--- config.mk ---
export PLATFORM = sky130hd
export DESIGN_NAME = trade_scheduler
export DESIGN_NICKNAME = d
export VERILOG_FILES = /design/src/rtl/trade_scheduler.sv
export SDC_FILE = /design/constraint.sdc
export NUM_CORES = 1
export LEC_CHECK = 0
export ABC_AREA = 1
export CAP_MARGIN = 20
export CORE_AREA = 2 2 117 119
export CTS_BUF_LIST = sky130_fd_sc_hd__clkbuf_4 sky130_fd_sc_hd__clkbuf_8 sky130_fd_sc_hd__clkbuf_16
export CTS_CLUSTER_SIZE = 24
export DETAILED_ROUTE_END_ITERATION = 8
export DIE_AREA = 0 0 119 121
export PLACE_DENSITY = 0.57
export SLEW_MARGIN = 20
export SYNTH_ARGS = -nofsm -noshare
export SYNTH_HDL_FRONTEND = slang
export SYNTH_SLANG_ARGS = --single-unit
--- constraint.sdc ---
create_clock -name clk -period 1.85 [get_ports clk]
set_input_delay 0.37 -clock clk [delete_from_list [all_inputs] [get_ports clk]]
set_output_delay 0.37 -clock clk [all_outputs]
set_load 0.01 [all_outputs]
--- src/rtl/trade_scheduler.sv ---
// rtl/trade_scheduler.sv - arbitrates auto/manual orders onto one execution port with a position limit and cool-down
// Optional auto requester and round-robin arbitration are built when TRADE_SCHED_AUTO_EN is defined.
module trade_scheduler #(
    parameter int PRICE_W    = 8,
    parameter int POS_W      = 8,
    parameter int MAX_POS    = 10,
    parameter int BUY_LIMIT  = 60,
    parameter int SELL_LIMIT = 75,
    parameter int COOLDOWN   = 4
) (
    input  logic               clk,
    input  logic               reset,
    input  logic               tick,
    input  logic [PRICE_W-1:0] buy_price,
    input  logic [PRICE_W-1:0] sell_price,
    input  logic               user_buy_req,
    input  logic               user_sell_req,
    input  logic               exec_ready,
    output logic               exec_valid,
    output logic               exec_side,
    output logic [PRICE_W-1:0] exec_price,
    output logic               exec_src,
    output logic [POS_W-1:0]   position,
    output logic [15:0]        trade_cnt,
    output logic               reject,
    output logic [7:0]         drop_cnt,
    output logic               busy
);

    typedef enum logic [1:0] {
        S_IDLE,
        S_ISSUE,
        S_COOL
    } state_t;

    localparam logic [POS_W-1:0] POS_HI    = POS_W'(MAX_POS);
    localparam logic [POS_W-1:0] POS_LO    = POS_W'(-MAX_POS);
    localparam logic [15:0]      COOL_INIT = (COOLDOWN > 0) ? 16'(COOLDOWN - 1) : 16'd0;

    state_t             state;
    state_t             state_d;
    logic [15:0]        cool_cnt;

    logic               man_vld;
    logic               man_side;
    logic [PRICE_W-1:0] man_price;

    logic               any_pend;
    logic               grant_man;
    logic               g_side;
    logic [PRICE_W-1:0] g_price;
    logic               grant;
    logic               limit_hit;
    logic               accept;
    logic               man_granted;
    logic               man_both;
    logic               man_one;
    logic               man_drop;

`ifdef TRADE_SCHED_AUTO_EN
    localparam logic [PRICE_W-1:0] BUY_LIM  = PRICE_W'(BUY_LIMIT);
    localparam logic [PRICE_W-1:0] SELL_LIM = PRICE_W'(SELL_LIMIT);

    logic               auto_vld;
    logic               auto_side;
    logic [PRICE_W-1:0] auto_price;
    logic               rr;

    // rr = 1 gives the manual requester priority when both are pending
    always_comb begin
        any_pend  = auto_vld | man_vld;
        grant_man = man_vld;
        if (auto_vld && man_vld) begin
            grant_man = rr;
        end
        g_side  = grant_man ? man_side  : auto_side;
        g_price = grant_man ? man_price : auto_price;
    end

    always_ff @(posedge clk) begin
        if (reset) begin
            auto_vld   <= 1'b0;
            auto_side  <= 1'b0;
            auto_price <= '0;
            rr         <= 1'b0;
        end else begin
            if (grant && !grant_man) begin
                auto_vld <= 1'b0;
            end
            if (tick) begin
                if (sell_price <= BUY_LIM) begin
                    auto_vld   <= 1'b1;
                    auto_side  <= 1'b1;
                    auto_price <= sell_price;
                end else if (buy_price >= SELL_LIM) begin
                    auto_vld   <= 1'b1;
                    auto_side  <= 1'b0;
                    auto_price <= buy_price;
                end else begin
                    auto_vld <= 1'b0;
                end
            end
            if (grant) begin
                rr <= ~grant_man;
            end
        end
    end
`else
    logic unused_auto;
    assign unused_auto = ^{tick, PRICE_W'(BUY_LIMIT), PRICE_W'(SELL_LIMIT)};

    always_comb begin
        any_pend  = man_vld;
        grant_man = 1'b1;
        g_side    = man_side;
        g_price   = man_price;
    end
`endif

    assign grant       = (state == S_IDLE) && any_pend;
    assign limit_hit   = g_side ? (position == POS_HI) : (position == POS_LO);
    assign accept      = (state == S_ISSUE) && exec_ready;
    assign man_granted = grant && grant_man;
    assign man_both    = user_buy_req && user_sell_req;
    assign man_one     = user_buy_req ^ user_sell_req;
    assign man_drop    = man_both || (man_one && man_vld && !man_granted);
    assign busy        = (state != S_IDLE);

    // A pulse on the edge that grants the manual entry refills it
    always_ff @(posedge clk) begin
        if (reset) begin
            man_vld   <= 1'b0;
            man_side  <= 1'b0;
            man_price <= '0;
            drop_cnt  <= 8'd0;
        end else begin
            if (man_granted) begin
                man_vld <= 1'b0;
            end
            if (man_one && !man_drop) begin
                man_vld   <= 1'b1;
                man_side  <= user_buy_req;
                man_price <= user_buy_req ? sell_price : buy_price;
            end
            if (man_drop && (drop_cnt != 8'hFF)) begin
                drop_cnt <= drop_cnt + 8'd1;
            end
        end
    end

    always_comb begin
        state_d = state;
        case (state)
            S_IDLE: begin
                if (grant && !limit_hit) begin
                    state_d = S_ISSUE;
                end
            end
            S_ISSUE: begin
                if (exec_ready) begin
                    state_d = (COOLDOWN == 0) ? S_IDLE : S_COOL;
                end
            end
            S_COOL: begin
                if (cool_cnt == 16'd0) begin
                    state_d = S_IDLE;
                end
            end
            default: state_d = S_IDLE;
        endcase
    end

    always_ff @(posedge clk) begin
        if (reset) begin
            state      <= S_IDLE;
            cool_cnt   <= 16'd0;
            exec_valid <= 1'b0;
            exec_side  <= 1'b0;
            exec_price <= '0;
            exec_src   <= 1'b0;
            position   <= '0;
            trade_cnt  <= 16'd0;
            reject     <= 1'b0;
        end else begin
            state  <= state_d;
            reject <= grant && limit_hit;
            if (grant && !limit_hit) begin
                exec_valid <= 1'b1;
                exec_side  <= g_side;
                exec_price <= g_price;
                exec_src   <= grant_man;
            end
            if (accept) begin
                exec_valid <= 1'b0;
                trade_cnt  <= trade_cnt + 16'd1;
                position   <= exec_side ? position + POS_W'(1) : position - POS_W'(1);
                cool_cnt   <= COOL_INIT;
            end else if (state == S_COOL && cool_cnt != 16'd0) begin
                cool_cnt <= cool_cnt - 16'd1;
            end
        end
    end

endmodule

==> metrics.md <==
| Metric | Value |
|---|---|
| Yosys top cell area share | `a little under two fifths` |
| RD Place Congestion | `about 0.85` |
| Reg2Reg Launch Point | `exec_side` |
| WP buf/inv | `2` |
| First-pass GRT wire length | `16.0 mm` |
| Power Total | `4.29 mW` |
| CP Max Fanout | `5` |
| Post-route ant nets | `0` |
| Cell area after layout | `about 0.005 mm2` |
| Synth Area in Compound Gates | `about an eighth` |
| Fraction of registers with async set/reset | `0%` |
| Multiplexer area fraction after synthesis | `approximately 2.3%` |
| Final Hold Vio Count | `0` |
| Area growth syn-to-layout | `32.9%` |
| Number of synthesized flops with an enable pin | `0` |
| Final setup viols | `0` |
| #FFs+latches synth | `between 70 and 80` |
| # rows | `42` |
| Fill count | `~1400` |
| Max-Cap Viols | `0` |
| Routed len/inst | `11.9 um` |
| Seq/Total Area, Yosys | `~38%` |
| Initial DRC count | `107` |
| Largest family of logic cells by synthesized area | `simple AND/OR/NAND/NOR gates` |
| Core ar. | `around 0.013 mm2` |
| Cell Chain, Critical Path | `nor2_1 > inv_1 > clkdlybuf4s50_1` |
| Simple-Gate Fraction of Synth Area | `about a third` |
| Leak pwr | `2.06 nW` |
| Clock Skew | `slightly above 0.006 ns` |
| Sink Count | `72` |
| CP top delay family | `buffers and inverters` |
| Min cycle time layout | `1.78 ns` |
| Seq pwr share | `between 30% and 40%` |
| H-tree depth | `3` |
| RSZ-0062 raised after global routing | `yes` |
| Logic pwr share | `between 10% and 20%` |
| Ports | `67` |
| Vias in the first global route | `roughly 3500` |
| Critical path class | `flop to primary output` |
| Initial Utilization | `slightly below 30%` |
| # port buffers | `65` |
| Synthesized net count | `about 580` |
| DRC viols | `0` |
| Min-delay src | `g_price[6]` |
| Largest area contributor in the netlist | `dfxtp_1` |
| Initial antenna violation count | `0` |
| Ranking of synthesized cells by area | `dfxtp_1 (38%), nand2_1 (14%), a21oi_1 (6.3%), inv_1 (5.8%), nor2_1 (5.5%)` |
| TritonCTS clock tree | `yes` |
| Setup bufs post-CTS | `0` |
| GRT overflow | `0` |
| Clock root cell | `clkbuf_16` |
| Drt first pass iters | `4` |
| Net Sw Frac | `between 20% and 30%` |
| Die extent in y | `about 120 um` |
| Hold slack | `0.442 ns` |
| Yosys warns | `0` |
| Worst-path clk slew | `around 0.06 ns` |
| Fin. max-slew vios | `0` |
| CP startpoint kind | `flop` |
| Period utilization | `96.0%` |
| Slowest CP cell | `clkdlybuf4s50_1` |
| Pre-CTS WS | `-0.000315 ns` |
| Tot GR Track Use | `13.7%` |
| Cells after synthesis | `between 500 and 600` |
| Area after DPL | `about 0.0048 mm2` |
| Cell internal pwr | `~3.2 mW` |
| Inserted Clock Buffers | `9` |
| Largest net degree at the start of global routing | `30` |
| Worst r2r dst | `position[7]` |
| Die width | `roughly 120 um` |
| Slowest stage delay, CP | `approximately 0.55 ns` |
| Psw | `around 1.1 mW` |
| CP Data Required Time | `around 1.5 ns` |
| Finished Layout Cells | `about 800` |
| Mapped cell area | `0.00384 mm2` |
| Final #Nets | `651` |
| Pwr per Cell Area | `between 800 and 900 mW/mm2` |
| Endpoint, Worst Hold | `g_price[6]` |
| Clock Latency Late Sink | `0.33 ns` |
| Synth Area in Adders | `under 10%` |
| Worst VDD drop | `about 0.4 mV` |
| Normalized max-slew margin | `67.1%` |
| Placed cells | `between 700 and 800` |
| Max Buffers Root-to-Sink | `2` |
| Final Util | `between 30% and 40%` |
| Setup crit end kind | `primary output` |
| Xor/xnor share of the synthesized area | `3.42%` |
| Clock power share | `between 40 and 50%` |
| Total Wirelength | `9.48 mm` |
| Worst R2R Path Depth | `11` |
| Syn avg cell area | `~7.1 um2` |
| Worst-margin pin slew | `~0.5 ns` |
| Vias/cell | `~4.5` |
| Layout cell share with drive strength beyond 1 | `12.2%` |
| Vias | `roughly 3600` |
| Die Area | `between 0.01 and 0.015 mm2` |
| Setup Total Neg Slack | `0 ns` |
| Main synth FF type | `dfxtp_1` |
| Hold Path Class | `flop to flop` |
| N_diodes | `0` |
| R2R setup slack | `between 0.15 and 0.2 ns` |
| Arr. time, crit path | `1.41 ns` |
| Dpl hpwl | `6.88 mm` |
| Setup ws final | `about 0.073 ns` |
| Status | `finished, final reports clean` |
| Max Freq | `about 560 MHz` |
| Cell variety after synth | `40` |
| Hold depth | `2` |
## cells by family after synthesis
family	count (synthesis)
AOI/OAI and AO/OA	92
xor gates and xnor gates	15
adders and majority gates	11
buffers and inverters	77
DFF	72
muxes	8
and+or+nand+nor	267
## power groups by stage
stage | registers [mW] | clock network [mW] | logic (mW)
floorplan | 1.72 | 0 | 0.437
global placement | 1.71 | 0 | 0.681
detailed placement | 1.71 | 0 | 0.693
CTS | 1.68 | 1.95 | 0.703
global route | 1.69 | 2.03 | 0.790
finish | 1.68 | 1.91 | 0.704
## sequential cells by signal, indices dropped and copies added (netlist names)
signal,count
state,2
any_pend,1
exec_price,8
exec_src,1
drop_cnt,8
position,8
exec_side,1
trade_cnt,16
reject,1
g_side,1
cool_cnt,16
g_price,8
exec_valid,1
## cells in the mapped netlist (3+ instances only)
cell type	n
a21oi_1	48
nor3_1	8
xor2_1	10
xnor2_1	5
o21ai_0	27
nand2_1	140
inv_2	5
nand3b_1	5
nand2_2	8
nor2_4	3
buf_2	4
dfxtp_1	72
ha_1	10
clkbuf_1	6
nor2_2	3
a21oi_2	9
nand3_1	26
mux2_2	8
nand4_1	8
inv_1	59
nor2_1	56
## layout make-up
cell class	instances	area, um2	share of cell area, %
Inverter	64	240	4.70
Clock inverter	5	78.8	1.54
Clock buffer	11	253	4.95
Multi-Input combinational cell	393	2100	41.1
Timing Repair Buffer	78	773	15.1
Tap cell	176	220	4.31
Sequential cell	72	1440	28.2
## cells in the final DEF (no fill, tap or decap), drive strengths merged
cell	Yosys	layout
a211oi	1	1
a21o	1	1
a21oi	57	57
a22o	1	1
a31o	1	1
and3	1	1
buf	7	13
bufinv	0	2
clkbuf	6	11
clkdlybuf4s50	0	65
clkinv	0	3
dfxtp	72	72
fa	1	1
ha	10	10
inv	64	64
mux2	8	8
nand2	150	150
nand3	28	28
nand3b	5	5
nand4	8	8
nor2	62	62
nor3	9	9
nor3b	2	2
nor4	1	1
o21a	1	1
o21ai	29	29
o22ai	1	1
or2	1	1
xnor2	5	5
xor2	10	10
## worst max-delay path by stage
stage	start	endpoint	slack, ns	cells after the start
3_3_place_gp	exec_ready	trade_cnt[14]	0.009	8
6_report	state[0]	busy	0.07	3
2_1_floorplan	exec_side	position[5]	0.13	8
5_1_grt	exec_side	position[7]	-0.001	11
3_5_place_dp	exec_ready	position[5]	-0.0003	7
4_1_cts	state[0]	busy	0.05	3
## metal layers
| metal | part of all wire, % | GRT usage (%) |
|---|---|---|
| met5 | 0 | 0 |
| met4 | 1.3 | 4.69 |
| met3 | 3.2 | 3.62 |
| met2 | 48 | 23.1 |
| met1 | 48 | 17.0 |
## tightest hold or removal path, stage by stage, from the launching register on
cell and delay [ns]:
dfxtp_1 0.30, inv_1 0.05, a21oi_1 0.05
## repair_timing
action / in CTS / in global routing
gates resized for setup: 1 / 3
endpoints found under the setup margin: 1 / 2
hold endpoints to repair: 0 / 0
hold buffers: 0 / 0
Power figures use the tool's default switching activity.
